`src/rtl/tdm_demux.sv`:
```
// tdm_demux: TDM stream demultiplexer that steers slot samples into lanes and publishes whole frames
module tdm_demux #(
   parameter int N_SLOTS = 8,
   parameter int SEL_W   = 3,
   parameter int WIDTH   = 1
) (
   input  logic                     clk,
   input  logic                     rst_n,
   input  logic                     din_valid,
   input  logic [WIDTH-1:0]         din,
   input  logic                     frame_sync,
   output logic [N_SLOTS*WIDTH-1:0] dout,
   output logic                     frame_valid,
   output logic [SEL_W-1:0]         slot,
   output logic                     locked,
   output logic                     sync_err
);
   typedef enum logic {HUNT, LOCKED} state_t;
   state_t state;
   // the last lane goes straight from din into dout, so staging only holds lanes 0..N_SLOTS-2
   logic [(N_SLOTS-1)*WIDTH-1:0] staging;
   logic last;
   assign last = slot == SEL_W'(N_SLOTS-1);
   // framing FSM: hunt for sync, fill lanes in order, publish on the final slot, flag violations
   always_ff @(posedge clk or negedge rst_n) begin
      if (!rst_n) begin
         state       <= HUNT;
         slot        <= '0;
         dout        <= '0;
         staging     <= '0;
         frame_valid <= 1'b0;
         sync_err    <= 1'b0;
         locked      <= 1'b0;
      end else begin
         frame_valid <= 1'b0;
         sync_err    <= 1'b0;
         if (din_valid) begin
            if (state == HUNT) begin
               if (frame_sync) begin
                  staging[0 +: WIDTH] <= din;
                  slot   <= SEL_W'(1);
                  state  <= LOCKED;
                  locked <= 1'b1;
               end
            end else if (frame_sync) begin
               staging[0 +: WIDTH] <= din;
               slot     <= SEL_W'(1);
               sync_err <= slot != '0;
            end else if (slot == '0) begin
               sync_err <= 1'b1;
               state    <= HUNT;
               locked   <= 1'b0;
            end else if (last) begin
               dout        <= {din, staging};
               frame_valid <= 1'b1;
               slot        <= '0;
            end else begin
               staging[slot*WIDTH +: WIDTH] <= din;
               slot <= slot + 1'b1;
            end
         end
      end
   end
endmodule

```
`config.mk`:
```
export PLATFORM = sky130hd
export DESIGN_NAME = tdm_demux
export DESIGN_NICKNAME = d
export VERILOG_FILES = /design/src/rtl/tdm_demux.sv
export SDC_FILE = /design/constraint.sdc
export NUM_CORES = 1
export LEC_CHECK = 0
export BUFFER_PORTS_ARGS = -buffer_cell sky130_fd_sc_hd__buf_2
export CELL_PAD_IN_SITES_DETAIL_PLACEMENT = 2
export CELL_PAD_IN_SITES_GLOBAL_PLACEMENT = 2
export CORE_MARGIN = 2
export CORE_UTILIZATION = 38
export DETAILED_ROUTE_END_ITERATION = 10
export PLACE_DENSITY_LB_ADDON = 0.1
export SLEW_MARGIN = 30
export SYNTH_ARGS = -nofsm -noshare
export SYNTH_HDL_FRONTEND = slang
export SYNTH_SLANG_ARGS = --single-unit
```
`constraint.sdc`:
```
create_clock -name clk -period 5.8 [get_ports clk]
set_input_delay 1.16 -clock clk [delete_from_list [all_inputs] [get_ports clk]]
set_output_delay 1.16 -clock clk [all_outputs]
set_load 0.05 [all_outputs]
```
# After elaboration in Yosys (flattened, before gate mapping)
# Cells that the tools add are included.
[word_totals]
latch_bits = 0
ff_bits = 22
ramBits = 0
out_inout_bits = 14
romBits = 0
in_bits = 5
n_memories = 0
[op_classes]
mul = 0
n_div = 0
n_addsub = 2
eq_ne = 4
n_shift = 2
muxes = 28
order_cmp = 0
n_bitwise = 3
n_reduce_logical = 9
[op_table]
columns = ["cell", "count"]
rows = [
  ["$neg 3->34", 1],
  ["$shift 1x34->7 const A", 1],
  ["$shiftx 1x34->7", 1],
  ["$mux 1", 22],
  ["$mux 3", 5],
  ["$reduce_and 5->1", 2],
  ["$reduce_and 4->1", 2],
  ["$bwmux 7", 1],
  ["$ne 2x2->1 const B", 3],
  ["$reduce_bool 2->1", 2],
  ["$add 3x1->3 const B", 1],
  ["$eq 3x3->1 const B", 1],
  ["$logic_not 3->1", 1],
  ["$not 1->1", 3],
  ["$reduce_and 3->1", 1],
  ["$reduce_bool 3->1", 1],
]

# Depth between registers and ports, before layout
# Gate-level depths: netlist of run 1.
[logic_depth]
depth_word = 7
depth_mapped = 9
mapped_depth_nobuf = 8

# Worst setup path before layout of run 1
# Ideal clock, no wire load.
[synth_path]
kind = "input to register"
start = "in frame_sync"
end = "reg staging[0]"
t_arrival_ns = 2.538
path_buffers = 1
path_stages = 7
setup_time_ns = 0.128
required_time_ns = 5.672
path_slack_ns = 3.134
cell_sequence = "clkbuf_1 -> inv_1 -> ha_1 -> nor2b_1 -> o21ai_1 -> a21oi_1 -> mux2_1"
[synth_via]
elab_chain_cells = 2
word_cells_on_any_way = 6
classes_between = "2 x eq/ne; 2 x mux; 2 x reduce/logical"
[synth_lines]
columns = ["element", "line", "source"]
rows = [
  ["start: declaration", "11", "input logic frame_sync,"],
  ["$ne 2x2->1 (no source line) (tied with other cells)", "-", ""],
  ["$reduce_and 4->1 (no source line) or $mux 1 (tied branches)", "-", ""],
  ["end signal: indexed assignment", "40", "staging[0 +: WIDTH] <= din;"],
  ["end signal: indexed assignment", "46", "staging[0 +: WIDTH] <= din;"],
  ["end signal: indexed assignment", "58", "staging[slot*WIDTH +: WIDTH] <= din;"],
  ["end: declaration", "21", "logic [(N_SLOTS-1)*WIDTH-1:0] staging;"],
]
# Several ways; a longest one is shown, not always the timed one.
# A chain may end at the register's enable or synchronous reset.

# Final worst setup path of run 1
[layout_path]
start = "reg slot[0]"
end = "reg staging[0]"
[layout_via]
elab_chain_cells = 7
word_cells_on_any_way = 13
classes_between = "1 x add/sub; 3 x eq/ne; 2 x shift; 5 x mux; 2 x reduce/logical"
[layout_lines]
columns = ["element", "line", "source"]
rows = [
  ["start: declaration", "14", "output logic [SEL_W-1:0] slot,"],
  ["start signal: assignment", "59", "slot <= slot + 1'b1;"],
  ["$neg 3->34", "58", ""],
  ["$shiftx 1x34->7 or $shift 1x34->7 (tied branches)", "58", ""],
  ["$bwmux 7", "58", ""],
  ["$mux 1", "53", "end else if (last) begin"],
  ["$mux 1", "49", "end else if (slot == '0) begin"],
  ["$mux 1", "45", "end else if (frame_sync) begin"],
  ["$mux 1", "38", "if (state == HUNT) begin"],
]
# Several ways; a longest one is shown, not always the timed one. The select of a mux whose other input is x is not followed.

==> run metrics, run 1 <==
Fin Setup TNS=0 ns; Yosys reg bits=22; number of global-route vias before repair=863; Final period util=0.442; first-pass GRT wire length=approximately 4300 um; P per Cell Area=about 460 nW/um2; Syn Nets=112; max-slew violations=0; Post-DRT Antenna Nets=0; post-CTS resize count=0; WL per Instance=16.9 um; H-tree levels=1; TritonCTS Buffers=3; area of the multi-input gates=523 um2; Die X-Extent=58.4 um; Critical Path RT=6.00 ns; post-CTS setup buffers=0; Reg clk slew, reported paths=0.11 ns; Die Height=a little under 60 um; # DRC=0; largest net degree at the start of global routing=23; # port buffers=18; area growth from synthesis to layout=12.2%; Leakage=about 0.67 nW; Inserted Diodes=0; setup violators final=0; hold slack=~0.50 ns; initial antenna violation count=0; CP arrival=2.76 ns; commonest non-fill, non-tap cells in the layout=22 x dfrtp_1, 18 x buf_2, 10 x ha_1; WS Path Type=flip-flop to flip-flop; Synth Instances=97; crit-path max cell delay=0.63 ns; routability cong.=0.776; Max Freq=390 MHz; # IOs=19; fraction of layout cells with a size suffix above 1=0.281; Final #Nets=130; fin crit period=2.56 ns; DR vias/cell=5.72; CP most frequent cell=ha_1; initial cell density of the core=0.404; Netlist Area Pre-Place=between 1000 and 1500 um2; clock latency at the later pin of the worst-skew pair=0.31 ns; Vias=829; area occupied by registers=~550 um2; Sink Count=22; slew of the pin with the lowest slew margin=approximately 0.57 ns; Peak VDD IR=0.000236 V; grt ovf=0; Worst slew margin=0.617; Core Area=2780 um2; Mapped Avg Cell Area=11.6 um2; fill count=298; hpwl dp=1860 um; status=complete, no violations; CTS tree=yes; FP Rows=19; Hold Crit Class=flip-flop to flip-flop; unrepaired setup endpoints after global routing=no; clk root buf=clkbuf_4; DR iter-0 viols=22; Critical Path Fanout Max=13; CP max-delay cell=dfrtp_1; Netlist cell types=27; commonest non-fill, non-tap cell in the layout=dfrtp_1; Syn. warnings=0; Total GRT Usage=0.172; Die Area=3410 um2; hold_buf cts=0; Fin. Hold Viols=0; crit start category=flip-flop; Critical Path End Type=flip-flop; max cap viols=0; register area share after synthesis=0.490; Clock Tree Buf Depth=2; critical path, cell by cell=inv_1 -> ha_1 -> ha_1 -> ha_1 -> nor2b_1 -> o21ai_1 -> a21oi_1 -> mux2_1; drt pass-1 iters=4; Setup Skew=0.00502 ns; final wirelength=about 2400 um
sequential cells by signal, indices dropped and copies added (netlist names):
| signal | flops |
|---|---|
| dout | 8 |
| staging | 7 |
| slot | 3 |
| frame_valid | 1 |
| locked | 1 |
| state | 1 |
| sync_err | 1 |
final timing paths:
| path | start | slack [ns] | end | cells after the start |
|---|---|---|---|---|
| max | slot[0] | 3.24 | staging[0] | 8 |
| min | staging[0] | 0.50 | staging[0] | 1 |
| max reg2reg | slot[0] | 3.24 | staging[0] | 8 |
| min reg2reg | staging[0] | 0.50 | staging[0] | 1 |
| max in group asynchronous | rst_n | 4.65 | state | 1 |
| min in group asynchronous | rst_n | 0.80 | dout[4] | 1 |
stage by stage:
stage	instance area, um2	setup WS [ns]	util	total power, mW	instances
3_3_place_gp	1220	3.12	0.440	0.488	141
5_1_grt	1260	3.01	0.453	0.629	145
3_5_place_dp	1220	3.02	0.440	0.506	141
2_1_floorplan	1120	3.13	-	0.435	97
4_1_cts	1260	3.21	0.453	0.591	145
6_report	1260	3.24	0.453	0.582	145
worst max-delay path, delay by kind of cell (launching register included):
family          cells  cell delay, ns
compound gates      2            0.29
mux                 1            0.33
simple gates        1            0.35
flops               1            0.63
fa+ha+maj           3            0.73
buf+inv             1            0.13
power breakdown:
group | total, mW | switching (mW) | internal (mW)
registers | 0.235 | 0.0417 | 0.194
clock network | 0.0840 | 0.0457 | 0.0383
logic | 0.262 | 0.177 | 0.0854
synthesized netlist by cell type:
cell type / n / area [um2]
a21oi_1: 6 / 30.0
a31oi_1: 1 / 6.26
a32o_1: 1 / 10.0
and3_1: 1 / 6.26
and3_2: 1 / 7.51
and4b_1: 1 / 10.0
buf_2: 1 / 5.00
buf_6: 1 / 11.3
clkbuf_1: 3 / 11.3
dfrtp_1: 22 / 551
ha_1: 10 / 125
inv_1: 6 / 22.5
mux2_1: 7 / 78.8
mux2_2: 8 / 90.1
nand2_1: 3 / 11.3
nand3_1: 2 / 10.0
nand4_1: 5 / 31.3
nand4b_1: 2 / 17.5
nor2_1: 5 / 18.8
nor2b_1: 2 / 12.5
nor3_1: 2 / 10.0
nor4_2: 1 / 12.5
o21ai_0: 2 / 10.0
o21ai_1: 1 / 5.00
o22ai_1: 1 / 6.26
or3_1: 1 / 6.26
or4_1: 1 / 7.51
metal layers:
metal  vias up  wire length [um]  global-route usage
li1        379                 -                   -
met1       422              1120               0.238
met2        21              1190               0.265
met3         7                87              0.0264
met4         0                55              0.0797
met5         -                 0                   0
layout make-up:
class,count,share of cell area
multi-input cells,64,0.415
clock buffers,4,0.0288
flip-flops and latches,22,0.437
repair buffers,18,0.0714
inverters,6,0.0179
well taps,31,0.0308
cell families (layout without fill, tap and decap cells):
group | count (synthesis) | count (layout) | synth area share
mux | 15 | 15 | 0.150
fa+ha+maj | 10 | 10 | 0.111
flops | 22 | 22 | 0.490
buf+inv | 11 | 28 | 0.0445
simple gates | 27 | 27 | 0.144
compound gates | 12 | 12 | 0.0601
(Power assumes the default switching activity.)
==> run 2: changes to the inputs <==
--- a/config.mk
+++ b/config.mk
@@ -9,7 +9,7 @@
 export CELL_PAD_IN_SITES_DETAIL_PLACEMENT = 2
 export CELL_PAD_IN_SITES_GLOBAL_PLACEMENT = 2
 export CORE_MARGIN = 2
-export CORE_UTILIZATION = 38
+export CORE_UTILIZATION = 32
 export DETAILED_ROUTE_END_ITERATION = 10
 export PLACE_DENSITY_LB_ADDON = 0.1
 export SLEW_MARGIN = 30
==> constraint.sdc (replaced) <==
create_clock -name clk -period 2.1 [get_ports clk]
set_input_delay 0.42 -clock clk [delete_from_list [all_inputs] [get_ports clk]]
set_output_delay 0.42 -clock clk [all_outputs]
set_load 0.05 [all_outputs]
==> run 2 against run 1 <==
Sequential cell count unchanged. Sequential power grew to 2.7 times the previous value. Die area grew 17%. Utilization is 3.8 points lower. Clock power increased to 3.9 times the previous value. Critical path type unchanged.
==> run metrics, run 2 (synthesis gave the netlist of run 1 again) <==
Sink Count=22; largest net degree at the start of global routing=23; commonest non-fill, non-tap cells in the layout=20 x dfrtp_1, 18 x buf_2, 8 x mux2_2; max-slew violations=0; number of flip-flops in the largest register=8; routability cong.=0.757; total power=1.84 mW; Vias=850; Setup Skew=0.00649 ns; initial antenna violation count=0; status=complete, no violations; Fin Setup TNS=0 ns; Die X-Extent=roughly 63 um; Critical Path RT=2.31 ns; max cap viols=0; unrepaired setup endpoints after global routing=no; Die Area=around 4000 um2; fin crit period=2.01 ns; Hold Crit Class=input port to asynchronous set/reset pin; Cell Count, Final, Fillers Out=roughly 170; drt pass-1 iters=2; Critical Path Sink=staging[0]; P per Cell Area=1320 nW/um2; biggest regs=dout (8), staging (7), slot (3); clock latency at the later pin of the worst-skew pair=a little over 0.3 ns; number of global-route vias before repair=885; # port buffers=18; worst reg-to-reg path cell count=7; TritonCTS Buffers=3; Leakage=0.709 nW; Fin. Hold Viols=0; placement-stage cell area=1330 um2; commonest non-fill, non-tap cell in the layout=dfrtp_1; initial cell density of the core=0.334; CP arrival=2.22 ns; Final Cell Area=1400 um2; crit path from=slot[1]; final wirelength=about 2700 um; Critical Path End Type=flip-flop; Crit Reg-Reg Startpoint=slot[1]; H-tree levels=1; area growth from synthesis to layout=24.3%; Largest Register=dout; r2r setup slk=0.09 ns; # DRC=0; setup violators final=0; grt ovf=0; CTS tree=yes; Die Height=63.3 um; first-pass GRT wire length=~4500 um; WS Path Type=flip-flop to flip-flop; hpwl dp=2050 um; clk root buf=clkbuf_4; Total GRT Usage=0.145; Max Freq=497 MHz; Inserted Diodes=0; crit start category=flip-flop; Worst slew margin=0.666; Final #Nets=137; WL per Instance=16.3 um; FP Rows=21; Critical Path Fanout Max=6; Peak VDD IR=0.000713 V; DP Cell Count=about 160; hold_buf cts=0; Reg clk slew, reported paths=0.13 ns; Core Area=3360 um2; fraction of layout cells with a size suffix above 1=0.380; Post-DRT Antenna Nets=0; # IOs=19; DR iter-0 viols=7; DR vias/cell=between 5 and 6; Final period util=0.958; Clock Tree Buf Depth=2; slew of the pin with the lowest slew margin=0.501 ns; reg-to-reg critical path endpoint=staging[0]
run 2: routing by layer:
layer	vias to the layer above	track usage	wire, um
li1	398	-	-
met1	435	0.192	1260
met2	15	0.242	1350
met3	2	0.0250	85
met4	0	0.0489	21
met5	-	0	0
run 2: worst min path at each step:
stage | start | depth (start not counted) | to | slack, ns
after floorplan | rst_n | 0 | dout[0] | 0.12
final | rst_n | 1 | staging[5] | 0.05
after global routing | rst_n | 1 | dout[6] | 0.08
after global placement | rst_n | 1 | dout[7] | 0.42
after CTS | rst_n | 1 | dout[1] | 0.06
after detailed placement | rst_n | 1 | dout[1] | 0.42
run 2: report_power, final:
group / internal (mW) / leakage, nW / switching, mW
clock: 0.193 / 0.0279 / 0.136
sequential: 0.539 / 0.289 / 0.0895
combinational: 0.344 / 0.391 / 0.543
run 2: timing repair:
action                     4_1_cts  5_1_grt
setup buffers                    0        1
setup endpoints to repair        0        2
gates resized for setup          0        1
run 2: layout make-up:
| cell class | instances | area (um2) |
|---|---|---|
| fill | 387 | 1970 |
| sequential | 22 | 553 |
| multi-input combinational | 64 | 553 |
| timing repair buffer | 25 | 155 |
| tap | 46 | 57.6 |
| clock inverter | 1 | 30.0 |
| inverter | 6 | 25.0 |
| clock buffer | 3 | 22.5 |
run 2: critical path, stage by stage (launching register included):
cell and delay (ns):
dfrtp_2 0.42, inv_1 0.12, ha_4 0.15, ha_4 0.16
inv_1 0.06, or4_1 0.51, a21oi_1 0.16, mux2_1 0.33
run 2: metrics by stage:
stage	util	setup slack, ns	hold WS, ns
detailed placement	0.397	0.0784	0.416
global placement	0.397	0.115	0.420
global route	0.415	0.000513	0.0765
finish	0.415	0.0880	0.0520
CTS	0.412	0.0558	0.0612
floorplan	-	-0.0623	0.124
==> run 3: changes to the inputs <==
--- a/config.mk
+++ b/config.mk
@@ -12,6 +12,7 @@
 export CORE_UTILIZATION = 32
 export DETAILED_ROUTE_END_ITERATION = 10
 export PLACE_DENSITY_LB_ADDON = 0.1
+export RECOVER_POWER = 25
 export SLEW_MARGIN = 30
 export SYNTH_ARGS = -nofsm -noshare
 export SYNTH_HDL_FRONTEND = slang
==> run 3 against run 2 <==
Clock-buffer cell count did not move. Register-to-register slack barely moved. Non-clock buffer count did not move. Sequential power barely moved. Critical path type unchanged. Critical endpoint unchanged. Largest cell class unchanged. Highest routed layer unchanged.
==> run metrics, run 3 (synthesis gave the netlist of run 1 again) <==
status=complete, no violations; Clock Tree Buf Depth=2; # DRC=0; area growth from synthesis to layout=24.2%; H-tree levels=1; slew of the pin with the lowest slew margin=1.19 ns; CP arrival=between 2 and 2.5 ns; commonest non-fill, non-tap cell in the layout=dfrtp_1; setup ws final=0.0880 ns; Critical Path Fanout Max=6; largest net degree at the start of global routing=23; pre-CTS WS=between 0.07 and 0.08 ns; Worst slew margin=0.203; hold_buf cts=0; Final Cell Area=1400 um2; Core Area=3360 um2; Final #Nets=around 140; unrepaired setup endpoints after global routing=no; Clock power frac=0.178; hpwl dp=2050 um; Vias=850; hold slack=~0.32 ns; commonest non-fill, non-tap cells in the layout=20 x dfrtp_1, 17 x buf_2, 8 x mux2_2; WL per Instance=16.2 um; max cap viols=0; placement-stage cell area=about 1300 um2; Largest Register=dout; # port buffers=18; fin crit period=between 2 and 2.5 ns; P_sw=0.769 mW; Peak VDD IR=between 0.0007 and 0.0008 V; drt pass-1 iters=2; Hold Crit Class=input port to asynchronous set/reset pin; Post-DRT Antenna Nets=0; crit start category=flip-flop; Int Pwr=1.07 mW; Max Freq=497 MHz; fill count=387; P per Cell Area=roughly 1300 nW/um2; CTS tree=yes; Die X-Extent=63.3 um; switching share of total power=0.417; Critical Path End Type=flip-flop; Die Area=4000 um2; Setup Skew=0.00649 ns; grt ovf=0; fraction of layout cells with a size suffix above 1=0.372; CP max-delay cell=or4_1; first-pass GRT wire length=4490 um; worst reg-to-reg path cell count=7; TritonCTS Buffers=3; clock latency at the later pin of the worst-skew pair=0.31 ns; biggest regs=dout (8), staging (7), slot (3); number of global-route vias before repair=885; clk root buf=clkbuf_4; max-slew violations=0; number of flip-flops in the largest register=8; Die Height=63.3 um; initial antenna violation count=0; critical path, cell by cell=inv_1 -> ha_4 -> ha_4 -> inv_1 -> or4_1 -> a21oi_1 -> mux2_1; Final period util=0.958; initial cell density of the core=0.334; Leakage=slightly above 0.7 nW; Cell Count, Final, Fillers Out=167; Reg clk slew, reported paths=0.13 ns; DP Cell Count=162; Total GRT Usage=0.145; DR vias/cell=5.09; Critical Path RT=between 2 and 2.5 ns; Inserted Diodes=0; crit-path max cell delay=0.51 ns; combinational share of power=0.481; DR iter-0 viols=8; Fin. Hold Viols=0; final wirelength=2710 um; Sink Count=22; routability cong.=~0.76; setup violators final=0; FP Rows=21; Reg power frac=0.341; # IOs=19; WS Path Type=flip-flop to flip-flop
==> run 3: worst paths after layout <==
check	start	end	slack [ns]
min	rst_n	staging[5]	0.32
max	slot[1]	staging[0]	0.09
max reg2reg	slot[1]	staging[0]	0.09
min in group clk	din_valid	state	0.38
max in group asynchronous	rst_n	slot[1]	1.00
min reg2reg	staging[0]	staging[0]	0.50
==> run 3: power by group through the flow <==
stage	clock (mW)	sequential (mW)	combinational [mW]
2_1_floorplan	0	0.803	0.465
3_3_place_gp	0	0.640	0.839
3_5_place_dp	0	0.647	0.859
4_1_cts	0.335	0.636	0.877
5_1_grt	0.355	0.646	0.966
6_report	0.329	0.628	0.887
==> run 3: metrics by stage <==
| stage | TNS (ns) | util | power (mW) |
|---|---|---|---|
| floorplan | -0.0623 | - | 1.27 |
| global route | 0 | 0.415 | 1.97 |
| CTS | 0 | 0.412 | 1.85 |
| detailed placement | 0 | 0.397 | 1.51 |
| global placement | 0 | 0.397 | 1.48 |
| finish | 0 | 0.415 | 1.84 |
==> run 3: metal layers <==
metal,routed length (um),global-route usage,share of wire,vias up
met4,21,0.0489,0.0077,0
met3,88,0.0250,0.032,2
met2,1350,0.242,0.50,15
met5,0,0,0,-
li1,-,-,-,398
met1,1260,0.192,0.46,435
==> run 3: worst max-delay path: cells and delay by family, from the launching register on <==
kind	cells	cell delay [ns]
adders and majority gates	2	0.31
muxes	1	0.33
AOI/OAI and AO/OA	1	0.16
DFF	1	0.42
and+or+nand+nor	1	0.51
buffers and inverters	2	0.18
==> run 3: cell type report <==
class | instances | area (um2) | area share
Clock buffer | 3 | 22.5 | 0.0161
Clock inverter | 1 | 30.0 | 0.0215
Inverter | 6 | 25.0 | 0.0179
Multi-Input combinational cell | 64 | 553 | 0.396
Sequential cell | 22 | 553 | 0.396
Tap cell | 46 | 57.6 | 0.0413
Timing Repair Buffer | 25 | 154 | 0.110
==> run 3: what timing repair did <==
| action | CTS | global route |
|---|---|---|
| endpoints found under the setup margin | 0 | 2 |
| buffers inserted | 0 | 1 |
| hold endpoints to repair | 0 | 0 |
| gates resized for setup | 0 | 1 |
